[src/rtl/dino_pkg.sv]
// Shared types and widths for the ground/obstacle scroll sequencer.
// GROUND_SCROLL_PAUSE_EN adds the PAUSE state to the game state enum.
package dino_pkg;

  localparam int GROUND_WRAP = 160;
  localparam int POS_W       = 10;
  localparam int SPEED_W     = 4;
  localparam int SCORE_W     = 16;

  typedef enum logic [1:0] {
    IDLE  = 2'd0,
    RUN   = 2'd1,
    OVER  = 2'd2
`ifdef GROUND_SCROLL_PAUSE_EN
    , PAUSE = 2'd3
`endif
  } game_state_e;

  // Advance a scroll offset by one frame; the sum never reaches 2*wrap,
  // so a single conditional subtract is enough.
  function automatic logic [POS_W-1:0] wrap_add(input logic [POS_W-1:0]   pos,
                                                input logic [SPEED_W-1:0] spd,
                                                input logic [POS_W:0]     wrap);
    logic [POS_W:0] sum;
    sum = {1'b0, pos} + {{(POS_W + 1 - SPEED_W){1'b0}}, spd};
    if (sum >= wrap) begin
      sum = sum - wrap;
    end
    return sum[POS_W-1:0];
  endfunction

endpackage

[src/rtl/ground_speed_ramp.sv]
// Scroll speed register with a per-frame ramp counter; speed steps up once
// every RAMP_FRAMES advances and saturates at SPEED_MAX.
module ground_speed_ramp
  import dino_pkg::*;
#(
  parameter int SPEED_INIT  = 3,
  parameter int SPEED_MAX   = 12,
  parameter int RAMP_FRAMES = 600
) (
  input  logic               clk,
  input  logic               rst_n,
  input  logic               load,
  input  logic               advance,
  output logic [SPEED_W-1:0] speed
);

  localparam int RAMP_W = (RAMP_FRAMES > 1) ? $clog2(RAMP_FRAMES) : 1;
  localparam logic [RAMP_W-1:0]  RAMP_LAST = RAMP_W'(RAMP_FRAMES - 1);
  localparam logic [SPEED_W-1:0] SPD_INIT  = SPEED_W'(SPEED_INIT);
  localparam logic [SPEED_W-1:0] SPD_MAX   = SPEED_W'(SPEED_MAX);

  logic [RAMP_W-1:0]  ramp_q, ramp_d;
  logic [SPEED_W-1:0] speed_q, speed_d;

  always_comb begin
    ramp_d  = ramp_q;
    speed_d = speed_q;
    if (load) begin
      ramp_d  = '0;
      speed_d = SPD_INIT;
    end else if (advance) begin
      if (ramp_q == RAMP_LAST) begin
        ramp_d  = '0;
        speed_d = (speed_q >= SPD_MAX) ? SPD_MAX : speed_q + 1'b1;
      end else begin
        ramp_d = ramp_q + 1'b1;
      end
    end
  end

  always_ff @(posedge clk) begin
    if (!rst_n) begin
      ramp_q  <= '0;
      speed_q <= SPD_INIT;
    end else begin
      ramp_q  <= ramp_d;
      speed_q <= speed_d;
    end
  end

  assign speed = speed_q;

endmodule

[src/rtl/ground_scroll_ctrl.sv]
// Game sequencer: IDLE/RUN/OVER FSM driving scroll offset, speed and score,
// all advancing on frame_tick. GROUND_SCROLL_PAUSE_EN adds a pause input and PAUSE state.
module ground_scroll_ctrl
  import dino_pkg::*;
#(
  parameter int WRAP        = GROUND_WRAP,
  parameter int SPEED_INIT  = 3,
  parameter int SPEED_MAX   = 12,
  parameter int RAMP_FRAMES = 600,
  parameter int OVER_HOLD   = 60
) (
  input  logic               clk,
  input  logic               rst_n,
  input  logic               frame_tick,
  input  logic               start,
  input  logic               collision,
`ifdef GROUND_SCROLL_PAUSE_EN
  input  logic               pause,
`endif
  output logic               game_status,
  output logic               over,
  output logic [SPEED_W-1:0] speed,
  output logic [POS_W-1:0]   ground_position,
  output logic [SCORE_W-1:0] score
);

  localparam int HOLD_W = $clog2(OVER_HOLD + 1);
  localparam logic [POS_W:0]    WRAP_C = (POS_W + 1)'(WRAP);
  localparam logic [HOLD_W-1:0] HOLD_C = HOLD_W'(OVER_HOLD);

  game_state_e        state_q, state_d;
  logic               start_q;
  logic [POS_W-1:0]   pos_q, pos_d;
  logic [SCORE_W-1:0] score_q, score_d;
  logic [HOLD_W-1:0]  hold_q, hold_d;
  logic               game_status_q, game_status_d;
  logic               over_q, over_d;
  logic               start_edge;
  logic               load;
  logic               advance;

`ifdef GROUND_SCROLL_PAUSE_EN
  logic pause_q;
  logic pause_edge;
  assign pause_edge = pause & ~pause_q;
`endif

  assign start_edge = start & ~start_q;

  always_comb begin
    state_d = state_q;
    pos_d   = pos_q;
    score_d = score_q;
    hold_d  = hold_q;
    load    = 1'b0;
    advance = 1'b0;
    case (state_q)
      IDLE: begin
        load    = 1'b1;
        pos_d   = '0;
        score_d = '0;
        if (start_edge) begin
          state_d = RUN;
        end
      end
      RUN: begin
        // Collision wins over a coincident frame_tick: the frame is not scored.
        if (collision) begin
          state_d = OVER;
          hold_d  = '0;
        end
`ifdef GROUND_SCROLL_PAUSE_EN
        else if (pause_edge) begin
          state_d = PAUSE;
        end
`endif
        else if (frame_tick) begin
          pos_d   = wrap_add(pos_q, speed, WRAP_C);
          score_d = (score_q == '1) ? score_q : score_q + 1'b1;
          advance = 1'b1;
        end
      end
      OVER: begin
        if (start_edge && (hold_q == HOLD_C)) begin
          state_d = RUN;
          load    = 1'b1;
          pos_d   = '0;
          score_d = '0;
        end else if (frame_tick && (hold_q != HOLD_C)) begin
          hold_d = hold_q + 1'b1;
        end
      end
`ifdef GROUND_SCROLL_PAUSE_EN
      PAUSE: begin
        if (pause_edge) begin
          state_d = RUN;
        end
      end
`endif
      default: state_d = IDLE;
    endcase
    game_status_d = (state_d == RUN);
    over_d        = (state_d == OVER);
  end

  always_ff @(posedge clk) begin
    if (!rst_n) begin
      state_q       <= IDLE;
      start_q       <= 1'b1;
      pos_q         <= '0;
      score_q       <= '0;
      hold_q        <= '0;
      game_status_q <= 1'b0;
      over_q        <= 1'b0;
    end else begin
      state_q       <= state_d;
      start_q       <= start;
      pos_q         <= pos_d;
      score_q       <= score_d;
      hold_q        <= hold_d;
      game_status_q <= game_status_d;
      over_q        <= over_d;
    end
  end

`ifdef GROUND_SCROLL_PAUSE_EN
  always_ff @(posedge clk) begin
    if (!rst_n) begin
      pause_q <= 1'b1;
    end else begin
      pause_q <= pause;
    end
  end
`endif

  ground_speed_ramp #(
    .SPEED_INIT (SPEED_INIT),
    .SPEED_MAX  (SPEED_MAX),
    .RAMP_FRAMES(RAMP_FRAMES)
  ) u_speed_ramp (
    .clk    (clk),
    .rst_n  (rst_n),
    .load   (load),
    .advance(advance),
    .speed  (speed)
  );

  assign game_status     = game_status_q;
  assign over            = over_q;
  assign ground_position = pos_q;
  assign score           = score_q;

endmodule

[config.mk]
export PLATFORM = sky130hd
export DESIGN_NAME = ground_scroll_ctrl
export DESIGN_NICKNAME = d
export VERILOG_FILES = /design/src/rtl/dino_pkg.sv /design/src/rtl/ground_speed_ramp.sv /design/src/rtl/ground_scroll_ctrl.sv
export SDC_FILE = /design/constraint.sdc
export NUM_CORES = 1
export LEC_CHECK = 0
export CAP_MARGIN = 20
export CORE_ASPECT_RATIO = 0.75
export CORE_MARGIN = 2
export CORE_UTILIZATION = 41
export DETAILED_ROUTE_END_ITERATION = 7
export PLACE_DENSITY = 0.74
export SLEW_MARGIN = 20
export SYNTH_ARGS = -nofsm -noshare
export SYNTH_HDL_FRONTEND = slang
export SYNTH_SLANG_ARGS = --single-unit
[constraint.sdc]
create_clock -name clk -period 4.4 [get_ports clk]
set_clock_uncertainty 0.1 [all_clocks]
set_input_delay 0.44 -clock clk [delete_from_list [all_inputs] [get_ports clk]]
set_output_delay 0.44 -clock clk [all_outputs]
set_load 0.01 [all_outputs]
==> metrics list <==
* Drt first pass iters: 4
* Hold buffer count at cts: 0
- The synthesized design contains 51 register bits.
- Global route overflow: 0
- Number of nets still failing antenna checks after routing: 0
- Area used by multi-input combinational logic: 0.00163 mm²
- Final antenna diode count: 0
- The core region is 0.00638 mm².
- The tree is rooted in a clkbuf_8.
- For this block, the routed nets add up to 5920 µm of wire.
* Layout-stage area growth over the synthesis result: 19.4%
- Antenna violations before repair: 0
* Post-synth EDFFs: 0
* Syn avg cell area: 8.67 µm²
- Of the total synthesized cell area, the portion taken by full adders, half adders and majority gates is 5.32%.
* Maximum fanout along the worst path: 6
- Port buffering added 36 buffers.
- Register-to-register setup slack: 0.94 ns
- Wire length per cell: 13.7 µm
- Tracing the worst setup path back leads to its startpoint at u_speed_ramp.speed[0].
- STA classifies the critical path startpoint as a register.
- The critical path is of the register to register type.
- CTS Buf Count: 5
* TritonCTS Sinks: 51
- Number of synthesis warnings: 0
* Post-synthesis share of cell area spent on xor and xnor gates: 10.5%
* Setup fix buffers added after clock tree synthesis: 0
* Post-Layout Inst Area: 0.00326 mm²
* Routed vias/inst: 5.43
- Post-route fraction of the period consumed by the critical path: 78.6%
- Summed over all cells, the static leakage comes to 0.00112 µW.
* Clock buffer depth: 2
* Run status: finished clean
- Pin count of the biggest net entering global routing: 24
* Area fraction in compound gates after synthesis: 15.1%
- Setup violations remaining at the end of the flow were counted as 0.
* Placed cell area: 0.00316 mm²
- Detailed Route Iter0 Violations: 125
* HP Start: u_speed_ramp.ramp_q[1]
- Beginning of the worst register-to-register path: u_speed_ramp.speed[0]
- TritonCTS built the clock tree.
- The number of hold-slack violations in the final timing report came to 0.
- STA classifies the critical path endpoint as a register.
- After synthesis, the largest family of logic cells by area is simple AND/OR/NAND/NOR gates.
- Data arrives at the worst endpoint at 3.59 ns.
* Starting utilization of the core area: 42.8%
- IR analysis of the VDD net gives a maximum drop of 0.000159 V.
- Multiplexer area fraction after synthesis: 1.15%
- The clock tree synthesis step divided the H-tree into 2 levels.
* Layout cells sized above 1: 5.13%
- Tightest Hold Check Type: register to register
- Nets: 366
* RSZ-0062 raised after global routing: no
- For this run, global-route usage on met2 was measured as 25.8%.
* Vias: 2347
* Count of max-cap constraint violations: 0
* First-pass GRT wire length: 10600 µm
* Maximum clock frequency: 0.289 GHz
- Overall routing resource usage: 17.4%
- For this design the top-level I/O count stands at 37.
* Post-Synthesis Cell Area: 0.00273 mm²
- Cells on Worst Hold Path: 2
- Setup total negative slack on the finished layout was measured at 0 ns.
- After clock tree synthesis, the repair step resized 0 gates.
* Proportion of synthesized flip-flops having asynchronous set or reset: 0%
* # rows: 25
- Simple-gate portion of the synthesized area: 27.5%
- The via count of the first global-routing pass came to 2178.
- Worst skew pair latency: 0.29 ns
- Utilization after layout: 51.1%
- Synthesis produced 315 cells.
* Max-slew violation count: 0
- Share of the yosys chip area belonging to registers: 37.4%
- Leaving out fill and tap cells, the most frequent cell in the layout is dfxtp_1.
- In this run the tightest slew margin relative to its limit is 36.4%.
- Met3 usage: 4.27%
- Terminus of the critical flop-to-flop path: ground_position[5]
- Post-detailed-placement half-perimeter wirelength: 4270 µm
* Primary flip-flop cell chosen by synthesis mapping: dfxtp_1
* Post-CTS clock slew at the launch and capture registers of the worst setup and hold paths: 0.09 ns
- Total power per unit cell area: 242 mW/mm²
* R2R cell count: 11
* Total area of sequential cells: 0.00102 mm²
- Chip width: 98.2 µm
* Global routing usage on met1: 25.9%
- met1 is the most crowded layer.
* Worst Hold End: u_speed_ramp.ramp_q[1]
- After layout, the minimum clock period comes to 3.46 ns.
* Number of different library cells in the post-synthesis netlist: 61
* Final Power: 787 µW
* Overall die height: 74.7 µm
- For this run, design rule violations remaining after detail routing come to 0.
- Fill cells in the final layout number 639.
- Worst Path Required: 4.53 ns
* Actual transition at the worst max-transition pin: 0.950 ns
- Routability-driven placement finished with a final weighted congestion of 0.916.
* Total nets after synthesis: 331
- The die covers 0.00733 mm².
- Leading cell types in the layout, fill and taps excluded: dfxtp_1 (51), nor2_1 (46), clkdlybuf4s50_1 (36), nand2_1 (26), xor2_1 (23)
==> where the power goes <==
part / switching, µW / internal (µW) / leakage (µW) / total (µW)
Clock: 148 / 144 / 0.0000515 / 292
Combinational: 17.2 / 12.5 / 0.000653 / 29.7
Sequential: 1.96 / 463 / 0.000411 / 465
==> worst max-delay path by stage <==
stage                         endpoint  depth (start not counted)
floorplan           ground_position[5]                         11
finish              ground_position[5]                         11
global placement    ground_position[5]                         11
CTS                 ground_position[5]                         11
global route        ground_position[9]                         11
detailed placement  ground_position[5]                         11
==> sequential cells by signal, indices dropped and copies added (netlist names) <==
register	flops
state_q	2
ground_position	10
start_q	1
game_status	1
score	16
u_speed_ramp.speed	4
over	1
u_speed_ramp.ramp_q	10
hold_q	6
==> critical path, stage by stage (launching register included) <==
cell and delay, ns:
dfxtp_1 0.38, ha_1 0.26, fa_1 0.44, a211oi_2 0.43, nor3_1 0.14, xnor2_2 0.18
ha_1 0.26, o41a_1 0.43, o211ai_2 0.11, nor3_1 0.09, or4b_1 0.49, o211ai_2 0.08
==> kinds of logic after synthesis <==
| group | count (synthesis) |
|---|---|
| compound gates | 55 |
| xor+xnor | 32 |
| fa+ha+maj | 11 |
| buf+inv | 19 |
| flops | 51 |
| mux | 3 |
| simple gates | 144 |
==> through the flow <==
step / setup WS [ns] / hold slack, ns / cells
5_1_grt: 0.539 / 0.413 / 432
6_report: 0.941 / 0.387 / 432
4_1_cts: 0.927 / 0.388 / 432
3_3_place_gp: 1.10 / 0.353 / 424
2_1_floorplan: 1.17 / 0.344 / 315
3_5_place_dp: 0.968 / 0.375 / 424
==> synth_stat cells (all sizes together) (2+ instances only) <==
cell / n / area (µm²)
nor4b: 2 / 32.5
dfxtp: 51 / 1020
o22ai: 2 / 12.5
and4: 5 / 43.8
nand2b: 4 / 25.0
mux2i: 2 / 20.0
xor2: 23 / 201
and2: 3 / 18.8
and3: 9 / 56.3
nand4: 9 / 56.3
nor3: 10 / 50.1
a311oi: 2 / 17.5
and4b: 2 / 20.0
a21boi: 2 / 15.0
inv: 9 / 33.8
buf: 4 / 25.0
a211o: 3 / 26.3
o31a: 2 / 17.5
nand3: 12 / 65.1
clkbuf: 6 / 22.5
nand2: 26 / 97.6
nor2: 46 / 173
xnor2: 9 / 86.3
a21oi: 9 / 48.8
a22oi: 5 / 37.5
ha: 10 / 125
o211ai: 4 / 40.0
nor2b: 9 / 56.3
a211oi: 3 / 27.5
a31oi: 2 / 12.5
o21ai: 8 / 40.0
o21a: 2 / 15.0
==> metal layers <==
layer  share of wire [%]  vias up
li1                    -     1203
met1                  53     1092
met2                  41       50
met3                 5.1        2
met4                0.46        0
met5                   0        -
==> layout make-up <==
cell class	count	share of cell area [%]
Tap cell	81	3.11
Inverter	9	1.04
Timing Repair Buffer	38	11.5
Clock buffer	8	3.07
Multi-Input combinational cell	245	49.9
Sequential cell	51	31.3
Note: power is estimated with default switching activity, not from simulation.
